### src/rtl/uart_axi_sequencer_pkg.sv
`default_nettype none
// ============================================================================
// Module      : uart_axi_sequencer_pkg
// Description : Shared register offsets, STAT bit positions, AXI response
//               codes and FSM state encoding for the UART Lite sequencer.
// Revision    : 1.0 - initial release
// ============================================================================
package uart_axi_sequencer_pkg;

  // UART Lite register offsets relative to the base address
  localparam logic [31:0] c_UART_RX_OFS   = 32'h0000_0000;
  localparam logic [31:0] c_UART_TX_OFS   = 32'h0000_0004;
  localparam logic [31:0] c_UART_STAT_OFS = 32'h0000_0008;

  // STAT register bit positions
  localparam int c_STAT_RX_VALID_BIT = 0;
  localparam int c_STAT_TX_FULL_BIT  = 3;

  // AXI response code for a successful transfer
  localparam logic [1:0] c_AXI_RESP_OKAY = 2'b00;

  // Sequencer states: one AXI transaction in flight at any time
  typedef enum logic [2:0] {
    ST_IDLE  = 3'd0,
    ST_S_AR  = 3'd1,
    ST_S_R   = 3'd2,
    ST_RX_AR = 3'd3,
    ST_RX_R  = 3'd4,
    ST_TX_AW = 3'd5,
    ST_TX_B  = 3'd6
  } state_t;

  // Any response other than OKAY is reported as an error
  function automatic logic resp_is_err(input logic [1:0] resp);
    return (resp != c_AXI_RESP_OKAY);
  endfunction

endpackage
`default_nettype wire

### src/rtl/uart_axi_sequencer_fifo.sv
`default_nettype none
// ============================================================================
// Module      : sync_fifo
// Description : Single-clock FIFO with registered storage. The head entry is
//               presented combinationally from the array, so dout is valid in
//               the same cycle empty deasserts. Push and pop together are
//               honoured even when full.
// Revision    : 1.0 - initial release
// ============================================================================
module sync_fifo #(
  parameter int W     = 8,
  parameter int DEPTH = 16
) (
  input  logic         clk,
  input  logic         rst_n,
  input  logic         i_push,
  input  logic         i_pop,
  input  logic [W-1:0] i_din,
  output logic [W-1:0] o_dout,
  output logic         o_empty,
  output logic         o_full
);

  localparam int              c_AW       = $clog2(DEPTH);
  localparam logic [c_AW:0]   c_FULL_CNT = (c_AW+1)'(DEPTH);

  logic [W-1:0]    r_mem [DEPTH];
  logic [c_AW-1:0] r_wr_ptr;
  logic [c_AW-1:0] r_rd_ptr;
  logic [c_AW:0]   r_count;

  logic w_do_push;
  logic w_do_pop;

  assign o_empty   = (r_count == '0);
  assign o_full    = (r_count == c_FULL_CNT);
  // A full FIFO still accepts a push when the head leaves in the same cycle
  assign w_do_pop  = i_pop & ~o_empty;
  assign w_do_push = i_push & (~o_full | w_do_pop);
  assign o_dout    = r_mem[r_rd_ptr];

  // Storage array: no reset needed, contents are qualified by the count
  always_ff @(posedge clk) begin
    if (w_do_push) begin
      r_mem[r_wr_ptr] <= i_din;
    end
  end

  // Pointers wrap naturally because DEPTH is a power of two
  always_ff @(posedge clk or negedge rst_n) begin
    if (!rst_n) begin
      r_wr_ptr <= '0;
      r_rd_ptr <= '0;
      r_count  <= '0;
    end else begin
      if (w_do_push) begin
        r_wr_ptr <= r_wr_ptr + 1'b1;
      end
      if (w_do_pop) begin
        r_rd_ptr <= r_rd_ptr + 1'b1;
      end
      case ({w_do_push, w_do_pop})
        2'b10:   r_count <= r_count + 1'b1;
        2'b01:   r_count <= r_count - 1'b1;
        default: r_count <= r_count;
      endcase
    end
  end

endmodule
`default_nettype wire

### src/rtl/uart_axi_sequencer.sv
`default_nettype none
// ============================================================================
// Module      : uart_axi_sequencer
// Description : Bridges the core byte-I/O handshake to an AXI4-Lite UART Lite.
//               Polls STAT, then issues either an RX register read or a TX
//               register write, alternating when both directions are ready.
// Revision    : 1.0 - initial release
// ============================================================================
module uart_axi_sequencer
  import uart_axi_sequencer_pkg::*;
#(
  parameter logic [31:0] UART_BASE = 32'h0000_0000,
  parameter int          TX_DEPTH  = 16,
  parameter int          RX_DEPTH  = 16
) (
  input  logic        clk,
  input  logic        rst_n,
  // core output direction
  input  logic        i_out_req,
  input  logic [31:0] i_out_data,
  output logic        o_out_busy,
  // core input direction
  input  logic        i_in_req,
  output logic [7:0]  o_in_data,
  output logic        o_in_valid,
  output logic        o_axi_err,
  // AXI4-Lite write address
  output logic [31:0] o_axi_awaddr,
  output logic [2:0]  o_axi_awprot,
  output logic        o_axi_awvalid,
  input  logic        i_axi_awready,
  // AXI4-Lite write data
  output logic [31:0] o_axi_wdata,
  output logic [3:0]  o_axi_wstrb,
  output logic        o_axi_wvalid,
  input  logic        i_axi_wready,
  // AXI4-Lite write response
  input  logic [1:0]  i_axi_bresp,
  input  logic        i_axi_bvalid,
  output logic        o_axi_bready,
  // AXI4-Lite read address
  output logic [31:0] o_axi_araddr,
  output logic [2:0]  o_axi_arprot,
  output logic        o_axi_arvalid,
  input  logic        i_axi_arready,
  // AXI4-Lite read data
  input  logic [31:0] i_axi_rdata,
  input  logic [1:0]  i_axi_rresp,
  input  logic        i_axi_rvalid,
  output logic        o_axi_rready
);

  state_t      r_state;
  logic        r_prio_rx;
  logic        r_stat_rx;
  logic        r_stat_txfull;
  logic        r_axi_err;
  logic        r_arvalid;
  logic [31:0] r_araddr;
  logic        r_rready;
  logic        r_awvalid;
  logic        r_wvalid;
  logic [31:0] r_awaddr;
  logic [31:0] r_wdata;
  logic        r_bready;

  logic       w_tx_empty;
  logic       w_tx_full;
  logic [7:0] w_tx_head;
  logic       w_rx_empty;
  logic       w_rx_full;
  logic       w_r_hs;
  logic       w_b_hs;
  logic       w_rx_ok;
  logic       w_tx_ok;
  logic       w_go_rx;
  logic       w_go_tx;
  logic       w_aw_done;
  logic       w_w_done;
  logic       w_tx_accept;
  logic       w_rx_push;
  logic       w_resp_err;
  logic       w_unused_bits;

  // Handshakes; rready/bready are only ever high in their own states
  assign w_r_hs = r_rready & i_axi_rvalid;
  assign w_b_hs = r_bready & i_axi_bvalid;

  // Direction decision is made from the live STAT data at the R handshake
  assign w_rx_ok = i_axi_rdata[c_STAT_RX_VALID_BIT] & ~w_rx_full;
  assign w_tx_ok = ~i_axi_rdata[c_STAT_TX_FULL_BIT] & ~w_tx_empty;
  assign w_go_rx = w_rx_ok & (~w_tx_ok | r_prio_rx);
  assign w_go_tx = w_tx_ok & (~w_rx_ok | ~r_prio_rx);

  // AW and W may complete in different cycles; the write is done once both have
  assign w_aw_done   = ~r_awvalid | i_axi_awready;
  assign w_w_done    = ~r_wvalid | i_axi_wready;
  assign w_tx_accept = (r_state == ST_TX_AW) & w_aw_done & w_w_done;
  assign w_rx_push   = (r_state == ST_RX_R) & w_r_hs;

  assign w_resp_err = (w_r_hs & resp_is_err(i_axi_rresp)) |
                      (w_b_hs & resp_is_err(i_axi_bresp));

  // Upper data bits are don't-care; STAT copies are kept for observability
  assign w_unused_bits = ^{i_out_data[31:8], i_axi_rdata[31:8], r_stat_rx, r_stat_txfull};

  sync_fifo #(
    .W     (8),
    .DEPTH (TX_DEPTH)
  ) u_tx_fifo (
    .clk     (clk),
    .rst_n   (rst_n),
    .i_push  (i_out_req),
    .i_pop   (w_tx_accept),
    .i_din   (i_out_data[7:0]),
    .o_dout  (w_tx_head),
    .o_empty (w_tx_empty),
    .o_full  (w_tx_full)
  );

  sync_fifo #(
    .W     (8),
    .DEPTH (RX_DEPTH)
  ) u_rx_fifo (
    .clk     (clk),
    .rst_n   (rst_n),
    .i_push  (w_rx_push),
    .i_pop   (i_in_req),
    .i_din   (i_axi_rdata[7:0]),
    .o_dout  (o_in_data),
    .o_empty (w_rx_empty),
    .o_full  (w_rx_full)
  );

  // Sequencer FSM with registered AXI outputs; reset drops every valid at once
  always_ff @(posedge clk or negedge rst_n) begin
    if (!rst_n) begin
      r_state       <= ST_IDLE;
      r_prio_rx     <= 1'b0;
      r_stat_rx     <= 1'b0;
      r_stat_txfull <= 1'b0;
      r_axi_err     <= 1'b0;
      r_arvalid     <= 1'b0;
      r_araddr      <= '0;
      r_rready      <= 1'b0;
      r_awvalid     <= 1'b0;
      r_wvalid      <= 1'b0;
      r_awaddr      <= '0;
      r_wdata       <= '0;
      r_bready      <= 1'b0;
    end else begin
      if (w_resp_err) begin
        r_axi_err <= 1'b1;
      end
      case (r_state)
        ST_IDLE: begin
          if (!w_tx_empty || !w_rx_full) begin
            r_arvalid <= 1'b1;
            r_araddr  <= UART_BASE + c_UART_STAT_OFS;
            r_state   <= ST_S_AR;
          end
        end
        ST_S_AR: begin
          if (i_axi_arready) begin
            r_arvalid <= 1'b0;
            r_rready  <= 1'b1;
            r_state   <= ST_S_R;
          end
        end
        ST_S_R: begin
          if (i_axi_rvalid) begin
            r_rready      <= 1'b0;
            r_stat_rx     <= i_axi_rdata[c_STAT_RX_VALID_BIT];
            r_stat_txfull <= i_axi_rdata[c_STAT_TX_FULL_BIT];
            if (w_rx_ok && w_tx_ok) begin
              r_prio_rx <= ~r_prio_rx;
            end
            if (w_go_rx) begin
              r_arvalid <= 1'b1;
              r_araddr  <= UART_BASE + c_UART_RX_OFS;
              r_state   <= ST_RX_AR;
            end else if (w_go_tx) begin
              r_awvalid <= 1'b1;
              r_wvalid  <= 1'b1;
              r_awaddr  <= UART_BASE + c_UART_TX_OFS;
              r_wdata   <= {24'b0, w_tx_head};
              r_state   <= ST_TX_AW;
            end else begin
              r_state <= ST_IDLE;
            end
          end
        end
        ST_RX_AR: begin
          if (i_axi_arready) begin
            r_arvalid <= 1'b0;
            r_rready  <= 1'b1;
            r_state   <= ST_RX_R;
          end
        end
        ST_RX_R: begin
          if (i_axi_rvalid) begin
            r_rready <= 1'b0;
            r_state  <= ST_IDLE;
          end
        end
        ST_TX_AW: begin
          if (r_awvalid && i_axi_awready) begin
            r_awvalid <= 1'b0;
          end
          if (r_wvalid && i_axi_wready) begin
            r_wvalid <= 1'b0;
          end
          if (w_tx_accept) begin
            r_bready <= 1'b1;
            r_state  <= ST_TX_B;
          end
        end
        ST_TX_B: begin
          if (i_axi_bvalid) begin
            r_bready <= 1'b0;
            r_state  <= ST_IDLE;
          end
        end
        default: begin
          r_state <= ST_IDLE;
        end
      endcase
    end
  end

  assign o_out_busy    = w_tx_full;
  assign o_in_valid    = ~w_rx_empty;
  assign o_axi_err     = r_axi_err;
  assign o_axi_awaddr  = r_awaddr;
  assign o_axi_awprot  = 3'b000;
  assign o_axi_awvalid = r_awvalid;
  assign o_axi_wdata   = r_wdata;
  assign o_axi_wstrb   = 4'b0001;
  assign o_axi_wvalid  = r_wvalid;
  assign o_axi_bready  = r_bready;
  assign o_axi_araddr  = r_araddr;
  assign o_axi_arprot  = 3'b000;
  assign o_axi_arvalid = r_arvalid;
  assign o_axi_rready  = r_rready;

endmodule
`default_nettype wire

### config.mk
export PLATFORM = sky130hd
export DESIGN_NAME = uart_axi_sequencer
export DESIGN_NICKNAME = d
export VERILOG_FILES = /design/src/rtl/uart_axi_sequencer_pkg.sv /design/src/rtl/uart_axi_sequencer_fifo.sv /design/src/rtl/uart_axi_sequencer.sv
export SDC_FILE = /design/constraint.sdc
export NUM_CORES = 1
export LEC_CHECK = 0
export ABC_AREA = 1
export CAP_MARGIN = 20
export CORE_MARGIN = 3
export CORE_UTILIZATION = 40
export DETAILED_ROUTE_END_ITERATION = 7
export GPL_TIMING_DRIVEN = 0
export PLACE_DENSITY = 0.71
export SLEW_MARGIN = 20
export SYNTH_ARGS = -nofsm -noshare
export SYNTH_HDL_FRONTEND = slang
export SYNTH_HIERARCHICAL = 1
export SYNTH_SLANG_ARGS = --single-unit
export TNS_END_PERCENT = 50
### constraint.sdc
create_clock -name clk -period 2.74 [get_ports clk]
set_input_delay 0.411 -clock clk [delete_from_list [all_inputs] [get_ports clk]]
set_output_delay 0.411 -clock clk [all_outputs]
set_load 0.01 [all_outputs]
# Word-level counts from Yosys, hierarchy flattened
# Memories as Yosys holds them, arrays and structs flattened. A register that Yosys moved wholly into a read port is not among the register bits.
# Cells that the tools add are included.
op_classes:
  order_cmp: 0
  shift: 0
  muxes: 38
  n_eq_ne: 26
  div: 0
  n_bitwise: 33
  multipliers: 0
  reduce_logical: 30
  add_sub_neg: 8
ops:
  columns: ["operator", "n"]
  rows:
  - ["$mux 32", 3]
  - ["$pmux 32 s2", 1]
  - ["$mux 3", 9]
  - ["$pmux 3 s7", 1]
  - ["$pmux 5 s2", 2]
  - ["$ne 2x2->1 const B", 9]
  - ["$mux 1", 17]
  - ["$add 4x1->4 const B", 4]
  - ["$reduce_bool 2->1", 8]
  - ["$and 1x1->1", 15]
  - ["$reduce_and 5->1", 3]
  - ["$not 1->1", 11]
  - ["$add 5x1->5 const B", 2]
  - ["$eq 5x5->1 const B", 2]
  - ["$logic_not 5->1", 2]
  - ["$ne 2x1->1 const B", 5]
  - ["$sub 5x1->5 const B", 2]
  - ["$eq 3x3->1 const B", 3]
  - ["$reduce_and 3->1", 3]
  - ["$pmux 1 s2", 4]
  - ["$reduce_and 4->1", 2]
  - ["$or 1x1->1", 7]
  - ["$reduce_and 7->1", 1]
  - ["$eq 3x2->1 const B", 2]
  - ["other kinds (10)", 17]
totals:
  in_bits: 77
  out_inout_bits: 122
  reg_bits: 69
  word_cells: 153
  n_memories: 2
  mem_bits_rw: 256
  mem_bits_ro: 0
  latch_bits: 0
memory_table:
  columns: ["name", "words", "width", "rd", "rd_clocked_by_memory_dff", "write_ports", "line", "rtl"]
  rows:
  - ["u_rx_fifo.r_mem", 16, 8, 1, 0, 1, "uart_axi_sequencer_fifo.sv:27", "logic [W-1:0] r_mem [DEPTH];"]
  - ["u_tx_fifo.r_mem", 16, 8, 1, 1, 1, "uart_axi_sequencer_fifo.sv:27", null]

# Logic depth before layout (Yosys ltp)
logic_depth:
  word_depth: 10
  mapped_depth: 16
  ltp_nobuf: 16

# Cells and area by module
# The synthesis kept the hierarchy.
by_module_without_submodules:
  columns: ["mod", "cells_each", "seq_area_each_um2", "n_inst", "area_per_inst_um2"]
  rows:
  - ["sync_fifo at u_tx_fifo", 479, 4169.0, 1, 5957.0]
  - ["sync_fifo at u_rx_fifo", 478, 4169.0, 1, 5952.0]
  - ["uart_axi_sequencer", 255, 500.5, 1, 1908.1]

# Worst setup path after synthesis
# No wires, ideal clock.
synth_timing:
  path_type: "flip-flop to flip-flop"
  startpoint: "register r_state[0]"
  endpoint: "register u_rx_fifo.r_count[4]"
  slack_ns: 0.548
  period_less_slack_ns: 2.192
  setup_time_ns: 0.113
  path_buffers: 1
  arrival_time_ns: 2.079
  stages_incl_launch_ff: 15
  cell_sequence: "dfrtp_1 > buf_6 > nor2_1 > nand2_1 > nor2_1 > inv_1 > nand2_2 > inv_1 > ha_1 > a21oi_1 > nand3_1 > nand2_1 > nand3_1 > nand2_1 > inv_1"
synth_between:
  elab_chain_cells: 5
synth_lines:
  columns: ["item", "line", "rtl"]
  rows:
  - ["start: declaration", "uart_axi_sequencer.sv:53", "state_t r_state;"]
  - ["start signal: assignment", "uart_axi_sequencer.sv:138", "r_state <= ST_IDLE;"]
  - ["start signal: assignment", "uart_axi_sequencer.sv:160", "r_state <= ST_S_AR;"]
  - ["start signal: assignment", "uart_axi_sequencer.sv:167", "r_state <= ST_S_R;"]
  - ["$eq 3x3->1 *", "uart_axi_sequencer.sv:99", "assign w_rx_push = (r_state == ST_RX_R) & w_r_hs;"]
  - ["$and 1x1->1 *", "uart_axi_sequencer.sv:99", null]
  - ["net w_rx_push", "uart_axi_sequencer.sv:81", "logic w_rx_push;"]
  - ["$and 1x1->1 *", "uart_axi_sequencer_fifo.sv:39", "assign w_do_push = i_push & (~o_full | w_do_pop);"]
  - ["$eq 2x1->1 or $eq 2x2->1 (tied branches)", "uart_axi_sequencer_fifo.sv:62", "case ({w_do_push, w_do_pop})"]
  - ["$pmux 5 s2 or $reduce_bool 2->1 (tied branches)", null, null]
  - ["end signal: assignment", "uart_axi_sequencer_fifo.sv:63", "2'b10: r_count <= r_count + 1'b1;"]
  - ["end signal: assignment", "uart_axi_sequencer_fifo.sv:64", "2'b01: r_count <= r_count - 1'b1;"]
  - ["end signal: assignment", "uart_axi_sequencer_fifo.sv:65", "default: r_count <= r_count;"]
  - ["end: declaration", "uart_axi_sequencer_fifo.sv:30", "logic [c_AW:0] r_count;"]
# The timed path passes the listed nets; every way through them passes the cells marked *.
# A chain may end at the register's enable or synchronous reset.

# Worst setup path in the final report
layout_timing:
  startpoint: "register u_rx_fifo.r_rd_ptr[0]"
  endpoint: "output port o_in_data[3]"
layout_between:
  elab_chain_cells: 1
layout_lines:
  columns: ["item", "line", "rtl"]
  rows:
  - ["start: declaration", "uart_axi_sequencer_fifo.sv:29", "logic [c_AW-1:0] r_rd_ptr;"]
  - ["start signal: assignment", "uart_axi_sequencer_fifo.sv:60", "r_rd_ptr <= r_rd_ptr + 1'b1;"]
  - ["$mem_v2 16x8", null, null]
  - ["end: declaration", "uart_axi_sequencer.sv:24", "output logic [7:0] o_in_data,"]
# Every way passes these cells.

==> summary.md <==
| Metric | Value |
|---|---|
| DP Cell Count | `about 1800` |
| Via count | `9483` |
| Max-slew headroom at the worst pin | `0.342` |
| Crit path max-delay cell type | `dfrtp_1` |
| Tot Pwr | `approximately 16 mW` |
| Share of the synthesized area in the top cell type | `0.556` |
| Post-DR wirelength/cell | `between 15 and 20 um` |
| Final setup fails | `0` |
| Placed inst area | `approximately 15000 um2` |
| Area Growth Syn to Fin | `17.7%` |
| GRT Residual Overflow | `0` |
| Cell area after layout | `around 16000 um2` |
| Clk sinks | `slightly above 300` |
| Top cells by area, synth | `edfxtp_1 56%, dfrtp_1 8.3%, nor2_1 5.8%, buf_4 5.8%, o21ai_0 4.7%` |
| Worst EP required | `2.33 ns` |
| Top FF cell, synth | `edfxtp_1` |
| Root buffer cell | `clkbuf_16` |
| PD cells | `981 nW/um2` |
| Startpoint Class | `flop` |
| Core region area | `roughly 34000 um2` |
| Hold WC Path Type | `input pin to flop` |
| Hpwl dp | `between 20 and 25 mm` |
| Reg clk slew, reported paths | `around 0.06 ns` |
| Die Wd | `192 um` |
| Worst slew pin tran | `approximately 1 ns` |
| Crit Path Class | `flop to output port` |
| Outcome | `finished, final reports clean` |
| Initial Utilization | `0.409` |
| FF+latch count, synth | `about 300` |
| Comb power frac | `0.398` |
| FILL cells | `2959` |
| Crit Path Max Fanout | `10` |
| GRT Overall Usage | `0.177` |
| P_int | `9.92 mW` |
| I/O Pins | `199` |
| Vias in the first global route | `8692` |
| Synth area leader | `edfxtp_1` |
| Static leakage | `roughly 6.4 nW` |
| Initial antenna violation count | `0` |
| EDFF count, synth | `~260` |
| Non-filler instance count after layout | `about 1900` |
| Crit path launch | `u_rx_fifo/r_rd_ptr[0]` |
| Antenna viol nets, final | `0` |
| Most frequent cells after synthesis | `256 x edfxtp_1, 215 x nor2_1, 130 x o21ai_0, 106 x buf_4, 103 x nand2_1` |
| CP Capture Type | `output port` |
| Pre-antenna DRT Iters | `6` |
| CTS H-tree lvls | `1` |
| Sw frac | `0.379` |
| Largest net degree at the start of global routing | `47` |
| CTS max path bufs | `3` |
| Mapped Area | `13800 um2` |
| Die height | `192 um` |
| Part of the Yosys area used for sequential elements | `0.640` |
| First-pass GRT wire length | `49.9 mm` |
| Seq pwr share | `0.364` |
| Final Skew | `0.00800 ns` |
| Clock buffer count from CTS | `29` |
| # diodes | `0` |
| RSZ-0062 raised after global routing | `yes` |
| Drt total wl | `about 34 mm` |
| Final period utilization | `0.971` |
| Most used cell, CP | `buf_12` |
| Distinct cells, synth | `36` |
| Crit path largest cell delay | `just under 0.4 ns` |
| CTS tree | `built` |
| Nets@finish | `between 1000 and 1500` |
| Min cycle time layout | `2.66 ns` |
| Final hold vios | `0` |
| Layout cells sized above 1 | `0.178` |
| Peak VDD IR | `about 530 uV` |
| Cell row count | `67` |
| Clk Latency, worst-skew pair | `between 0.5 and 0.6 ns` |
| Cells after synthesis | `1212` |
| Post-synth ARST share | `0.152` |
| RD Place Congestion | `between 0.8 and 0.9` |
| Vias per cell | `a little over 5` |
| DR iter-0 viols | `between 900 and 1000` |
| Synthesis Warnings | `6` |
| Top-count cell post-synth | `edfxtp_1` |
| Die area | `36800 um2` |
| Critical path arrival | `~2.3 ns` |
| R2r startpoint | `r_state[0]` |
| DRC violations left | `0` |
| NetSw | `between 6 and 7 mW` |
| Number of max-cap violations | `0` |
| Clock share of power | `0.238` |
| Critical Path, Cell by Cell | `buf_6, inv_6, buf_12, buf_12, nor2_1, o211ai_1, nand3_1, nand2_1, buf_2` |
| Max Fclk | `between 300 and 400 MHz` |
| Hold Crit Start | `i_axi_rvalid` |
| Max Transition Viols Final | `0` |
| Input/output buffers | `53` |
| Mean Syn Cell Area | `between 10 and 15 um2` |
==> cell families (layout without fill, tap and decap cells) <==
group | Yosys count | after routing | synth area share
buf+inv | 224 | 335 | 0.0982
flops | 302 | 302 | 0.640
simple gates | 411 | 411 | 0.131
xor+xnor | 18 | 18 | 0.0125
compound gates | 237 | 237 | 0.101
fa+ha+maj | 18 | 18 | 0.0174
other cells | 2 | 96 | 0.000544
==> power by group through the flow <==
| stage | clock [mW] | sequential, mW | combinational [mW] |
|---|---|---|---|
| 6_report | 3.80 | 5.82 | 6.35 |
| 5_1_grt | 4.05 | 5.86 | 6.88 |
| 4_1_cts | 3.87 | 5.82 | 6.16 |
| 3_5_place_dp | 0 | 5.90 | 6.12 |
| 3_3_place_gp | 0 | 5.89 | 5.97 |
| 2_1_floorplan | 0 | 5.87 | 3.92 |
==> metal layers <==
layer	GRT usage	vias to the layer above	routed length, um	share of wire
met2	0.298	517	16300	0.49
met5	0	-	0	0
met1	0.232	4507	12700	0.38
met3	0.0277	69	3400	0.10
li1	-	4390	-	-
met4	0.0612	0	1030	0.031
==> placed cells by master, fill, tap and decap left out, drive strengths merged, types with 12 or more instances in the layout <==
master,n
conb,96
inv,70
nand3,66
dfrtp,46
ha,16
o21ai,147
xor2,17
nor2,223
edfxtp,256
clkdlybuf4s50,44
o211ai,65
buf,143
clkinv,12
clkbuf,59
a21oi,25
nand2,113
==> state kept, by name, summed over array words and instances (netlist names) <==
signal              cells
u_tx_fifo/r_mem       128
o_axi_rready            1
o_axi_wvalid            1
o_axi_wdata             8
u_tx_fifo/r_rd_ptr      4
r_prio_rx               1
u_rx_fifo/r_count       5
u_tx_fifo/r_count       5
r_state                 3
o_axi_awvalid           1
o_axi_err               1
o_axi_arvalid           1
u_rx_fifo/r_rd_ptr      4
o_axi_araddr            1
u_rx_fifo/r_wr_ptr      4
u_tx_fifo/r_wr_ptr      4
u_rx_fifo/r_mem       128
o_axi_awaddr            1
o_axi_bready            1
==> what timing repair did <==
item | 4_1_cts | 5_1_grt
hold buffers | 1 | 0
resized for setup | 20 | 34
pin swaps | 8 | 9
hold endpoints to repair | 46 | 0
buffers inserted | 0 | 4
setup endpoints to repair | 8 | 72
==> final timing paths <==
path / slack, ns / endpoint / depth (start not counted)
worst max-delay path: 0.08 / o_in_data[3] / 9
max in group asynchronous: 1.87 / r_prio_rx / 2
min in group asynchronous: 0.44 / o_axi_err / 2
worst max register to register: 0.14 / u_rx_fifo/r_mem[12][7] / 8
worst min register to register: 0.48 / o_axi_err / 2
worst min-delay path: 0.27 / r_prio_rx / 3
==> area by class of cell <==
class	instances	area [um2]	area share
multi-input cells	780	4000	0.246
plain buffers	150	1120	0.0687
clock buffers	41	791	0.0486
clock inverters	12	108	0.00661
flip-flops and latches	302	8840	0.543
repair buffers	58	556	0.0341
inverters	74	300	0.0185
well taps	448	561	0.0345
==> worst max-delay path, delay by kind of cell (launching register included) <==
kind / cells / cell delay (ns)
and+or+nand+nor: 3 / 0.36
AOI/OAI and AO/OA: 1 / 0.34
buffers and inverters: 5 / 0.60
DFF: 1 / 0.39
==> stage by stage <==
| stage | hold WS [ns] | setup TNS (ns) | setup WS [ns] | utilization |
|---|---|---|---|---|
| global route | 0.287 | -0.858 | -0.0587 | 0.482 |
| detailed placement | 0.463 | -13.62 | -0.229 | 0.452 |
| CTS | 0.252 | -0.383 | -0.187 | 0.479 |
| floorplan | 0.115 | 0 | 0.548 | - |
| finish | 0.274 | 0 | 0.0808 | 0.482 |
| global placement | 0.454 | -19.10 | -0.211 | 0.452 |
(Power assumes the default switching activity.)
